===== config.mk =====
export PLATFORM = sky130hd
export DESIGN_NAME = mem_burst_adapter
export DESIGN_NICKNAME = d
export VERILOG_FILES = /design/src/rtl/mem_burst_adapter.sv
export SDC_FILE = /design/constraint.sdc
export NUM_CORES = 1
export LEC_CHECK = 0
export BUFFER_PORTS_ARGS = -buffer_cell sky130_fd_sc_hd__buf_2
export CORE_AREA = 2 2 278 280
export CTS_BUF_LIST = sky130_fd_sc_hd__clkbuf_4 sky130_fd_sc_hd__clkbuf_8 sky130_fd_sc_hd__clkbuf_16
export DETAILED_ROUTE_END_ITERATION = 6
export DIE_AREA = 0 0 280 282
export PLACE_DENSITY = 0.64
export SLEW_MARGIN = 40
export SYNTH_ARGS = -nofsm -noshare
export SYNTH_HDL_FRONTEND = slang
export SYNTH_SLANG_ARGS = --single-unit

===== constraint.sdc =====
create_clock -name clk -period 6.75 [get_ports clk]
set_input_delay 0.675 -clock clk [delete_from_list [all_inputs] [get_ports clk]]
set_output_delay 0.675 -clock clk [all_outputs]
set_load 0.01 [all_outputs]

===== src/rtl/mem_burst_adapter.sv =====
// Cache-line to memory-burst adapter: splits a line write into BEATS beats and
// assembles BEATS read beats into a line, one beat per memory acknowledge.
module mem_burst_adapter #(
   parameter int CACHELINE_BIT_WIDTH = 256,
   parameter int BURST_WIDTH         = 64,
   parameter int ADDR_WIDTH          = 32,
   parameter int OFFSET_BITS         = 5
) (
   input  logic                           clk,
   input  logic                           rst_n,
   input  logic [CACHELINE_BIT_WIDTH-1:0] line_i,
   output logic [CACHELINE_BIT_WIDTH-1:0] line_o,
   input  logic [ADDR_WIDTH-1:0]          address_i,
   input  logic                           read_i,
   input  logic                           write_i,
   output logic                           resp_o,
   input  logic [BURST_WIDTH-1:0]         burst_i,
   output logic [BURST_WIDTH-1:0]         burst_o,
   output logic [ADDR_WIDTH-1:0]          address_o,
   output logic                           read_o,
   output logic                           write_o,
   input  logic                           resp_i
);

   localparam int BEATS = CACHELINE_BIT_WIDTH / BURST_WIDTH;
   localparam int CW    = $clog2(BEATS);
   localparam logic [CW-1:0]         LAST_BEAT  = CW'(BEATS - 1);
   localparam logic [ADDR_WIDTH-1:0] ALIGN_MASK = {ADDR_WIDTH{1'b1}} << OFFSET_BITS;

   typedef enum logic [1:0] {IDLE, READ, WRITE, DONE} state_e;

   state_e                         state_q, state_d;
   logic [CW-1:0]                  cnt_q, cnt_d;
   logic [CACHELINE_BIT_WIDTH-1:0] buf_q;
   logic [CACHELINE_BIT_WIDTH-1:0] line_q;
   logic [BURST_WIDTH-1:0]         burst_q;
   logic [ADDR_WIDTH-1:0]          addr_q;
   logic                           rd_q, wr_q, resp_q;
   logic                           beat;

   // An acknowledge only counts while a burst is actually in flight.
   assign beat = resp_i && (state_q == READ || state_q == WRITE);

   always_comb begin
      state_d = state_q;
      cnt_d   = cnt_q;
      unique case (state_q)
         IDLE: begin
            cnt_d = '0;
            if (read_i)       state_d = READ;
            else if (write_i) state_d = WRITE;
         end
         READ, WRITE: begin
            if (beat) begin
               cnt_d = cnt_q + CW'(1);
               if (cnt_q == LAST_BEAT) state_d = DONE;
            end
         end
         DONE:    state_d = IDLE;
         default: state_d = IDLE;
      endcase
   end

   always_ff @(posedge clk or negedge rst_n) begin
      if (!rst_n) begin
         state_q <= IDLE;
         cnt_q   <= '0;
         buf_q   <= '0;
         line_q  <= '0;
         burst_q <= '0;
         addr_q  <= '0;
         rd_q    <= 1'b0;
         wr_q    <= 1'b0;
         resp_q  <= 1'b0;
      end else begin
         state_q <= state_d;
         cnt_q   <= cnt_d;
         rd_q    <= (state_d == READ);
         wr_q    <= (state_d == WRITE);
         resp_q  <= (state_d == DONE);

         if (state_q == IDLE && state_d != IDLE) begin
            addr_q <= address_i & ALIGN_MASK;
            if (state_d == WRITE) buf_q <= line_i;
         end

         if (state_q == READ && resp_i)
            line_q[int'(cnt_q)*BURST_WIDTH +: BURST_WIDTH] <= burst_i;

         // Beat 0 comes straight from line_i since the buffer loads on the same edge.
         if (state_d == WRITE) begin
            if (state_q == IDLE) burst_q <= line_i[BURST_WIDTH-1:0];
            else                 burst_q <= buf_q[int'(cnt_d)*BURST_WIDTH +: BURST_WIDTH];
         end else begin
            burst_q <= '0;
         end
      end
   end

   assign line_o    = line_q;
   assign burst_o   = burst_q;
   assign address_o = addr_q;
   assign read_o    = rd_q;
   assign write_o   = wr_q;
   assign resp_o    = resp_q;

endmodule


==> metrics.txt <==
f_max=281 MHz; sw power=approximately 0.0047 W; Pwr Total=~0.014 W; CP endpoint kind=flop; Clk pwr share=approximately 28%; CTS sink cnt=610; cell taking the most area after synthesis=dfrtp_1; Worst-Margin Slew=0.871 ns; Starting Density=33.4%; Clock Skew=0.0309 ns; Via density=roughly 5.4; routability cong.=roughly 0.88; Int Pwr=0.00961 W; max_cap viols=0; metal3 WL=7.69 mm; worst hold path type=in2reg; die span in y=282 um; total die area=79000 um^2; Post-CTS Setup Bufs=0; Mapped Area=~25000 um^2; dpl cell area=29500 um^2; fin crit period=around 3.6 ns; most numerous cell in the Yosys netlist=dfrtp_1; post-synthesis sequential area ratio=between 60% and 70%; largest net degree at the start of global routing=~170; worst min-delay path endpoint=address_o[13]; final hold slack=0.278 ns; Worst EP arrival=approximately 4.0 ns; ys flop type=dfrtp_1; Seq pwr share=roughly 39%; critical path launch point=state_q[1]; DRC marker count from the first detailed-route iteration=1237; vias in the first global route=between 20000 and 25000; Final Hold Viols=0; Leakage=around 16 nW; Syn Inst Count=1824; Switching Share=approximately a third; CTS tree=built; Comb power frac=33.5%; Slew Limit Fails=0; initial antenna violation count=44; total number of vias=approximately 19000; final global-route overflow total=0; Slew headroom=41.9%; top cells by area, synth=dfrtp_1 60%, mux2_2 14%, a22o_1 8.9%, o211a_1 2.6%, nor2b_1 1.6%; # rows=approximately 100; worst r2r src=state_q[1]; synth warn=0; layout cells sized above 1=between 40% and 50%; first-pass GRT wire length=126 mm; maximum VDD drop=between 200 and 300 uV; Final ANT Viol Nets=0; # DRC=0; non-filler cells, final=approximately 3500; placed insts=between 3000 and 4000; Reg2Reg Capture Point=burst_o[29]; Tot GR Track Use=roughly a fifth; area growth from synthesis to layout=27.1%; Max Used Layer=met5; Post-synth EDFFs=0; Final #Nets=2829; IO Pins=slightly above 700; Yosys reg bits=between 600 and 700; Core Area=between 70000 and 80000 um^2; Clock Latency Late Sink=slightly above 0.6 ns; Reg2Reg Setup Slack=approximately 3.2 ns; post-CTS sizing=0; CTS root buf=clkbuf_16; CTS Buf Count=a little under 70; setup TNS=0 ns; First-pass DRT Iterations=5; unrepaired setup endpoints after global routing=false; number of library cell types mapped by synthesis=35; DR WL met2=42.2 mm; Worst-path clk slew=approximately 0.07 ns; HPWL Detailed=between 50 and 60 mm; hold depth=2; Critical Path RT=roughly 7.2 ns; post-synthesis async set-or-reset flop share=100%; die span in x=280 um; Register-to-Register Path Depth=8; crit-path max FO=65; DR WL/cell=24.4 um; H-tree depth=3; M1 WL=32.1 mm; synthesized area per cell=between 10 and 15 um^2; Final Cycle Share=roughly 53%; CP Launch Type=flop; Final Cell Area=roughly 32000 um^2; fill count=~7000; critical path class=reg2reg; most common library cells after synthesis=610 x dfrtp_1, 325 x mux2_2, 256 x a22o_1; Buffers on Ports=roughly 700; DRT Wirelength=roughly 86 mm; final setup violation count=0; Max clock buf depth=3; hold wc startpoint=address_i[13]; Post-CTS Hold Buffers=0; Cell Pwr Density=445 nW/um^2; post-synth top area share=60.4%; status=finished, final reports clean
==> power by group through the flow <==
stage	sequential (W)	combinational, W	clock [W]
floorplan	0.00565	0.00303	0
global placement	0.00553	0.00464	0
detailed placement	0.00560	0.00479	0
CTS	0.00554	0.00481	0.00405
global route	0.00570	0.00516	0.00420
finish	0.00555	0.00479	0.00395
==> per-layer routing <==
metal	up-vias	global-route usage (%)
met2	942	35.1
met1	9689	24.2
met5	-	0
met4	38	10.2
met3	246	6.73
li1	8162	-
==> cell usage in the layout (no fill, tap or decap), types with 4 or more instances in the layout <==
master and n:
buf_4 15, o211a_1 66, nor2b_1 65, clkbuf_16 69
mux2_2 325, nor4_1 64, a21oi_1 65, buf_2 700
nand2_1 4, bufinv_16 6, conb_1 5, dfrtp_1 610
o21ai_0 16, o21ai_1 51, mux2_1 22, clkbuf_4 13
a22o_1 256, a31oi_1 64, buf_16 4, clkinv_2 5
clkbuf_8 17, buf_6 12, buf_12 5, ha_1 8
diode_2 20
==> registers in the layout, summed over array words and instances (netlist names) <==
register and count:
resp_o 1, state_q 2, address_o 27, read_o 1
write_o 1, buf_q 256, burst_o 64, line_o 256
cnt_q 2
==> worst max-delay path by stage <==
stage / end / cells past startpoint / slack (ns)
2_1_floorplan: burst_o[49] / 8 / 4.53
3_3_place_gp: burst_o[34] / 7 / 2.91
3_5_place_dp: burst_o[32] / 7 / 3.10
4_1_cts: burst_o[29] / 8 / 3.13
5_1_grt: burst_o[29] / 8 / 2.97
6_report: burst_o[29] / 8 / 3.19
==> through the flow <==
stage               worst slack (ns)  utilization [%]
floorplan                       4.53                -
global placement                2.91             38.9
detailed placement              3.10             39.0
CTS                             3.13             42.2
global route                    2.97             42.4
finish                          3.19             42.4
==> cell families (layout without fill, tap and decap cells) <==
kind of cell / Yosys count / in the layout / synth area share (%)
AO/OA/AOI/OAI: 521 / 521 / 15.9
adder cells (fa/ha/maj): 9 / 9 / 0.446
flip-flops: 610 / 610 / 60.4
multiplexers: 347 / 347 / 15.5
other: 1 / 25 / 0.0148
AND/OR/NAND/NOR: 156 / 156 / 4.05
buffers and inverters: 180 / 865 / 3.74
==> layout make-up <==
| class | instances | area [um^2] | share of cell area [%] |
|---|---|---|---|
| Multi-Input combinational cell | 1038 | 9150 | 28.5 |
| Inverter | 5 | 18.8 | 0.0584 |
| Clock inverter | 22 | 355 | 1.11 |
| Timing Repair Buffer | 739 | 4000 | 12.5 |
| Antenna cell | 20 | 50.0 | 0.156 |
| Clock buffer | 99 | 2060 | 6.41 |
| Sequential cell | 610 | 15300 | 47.5 |
| Tap cell | 978 | 1220 | 3.81 |
==> critical path: stages (launching register included) <==
cell and delay (ns):
dfrtp_1 0.48, inv_1 0.10, ha_2 0.35, nand3b_1 0.13
buf_6 0.56, nand3_4 0.57, buf_4 0.56, mux2_1 0.42
o211a_1 0.21
Note: power is estimated with default switching activity, not from simulation.
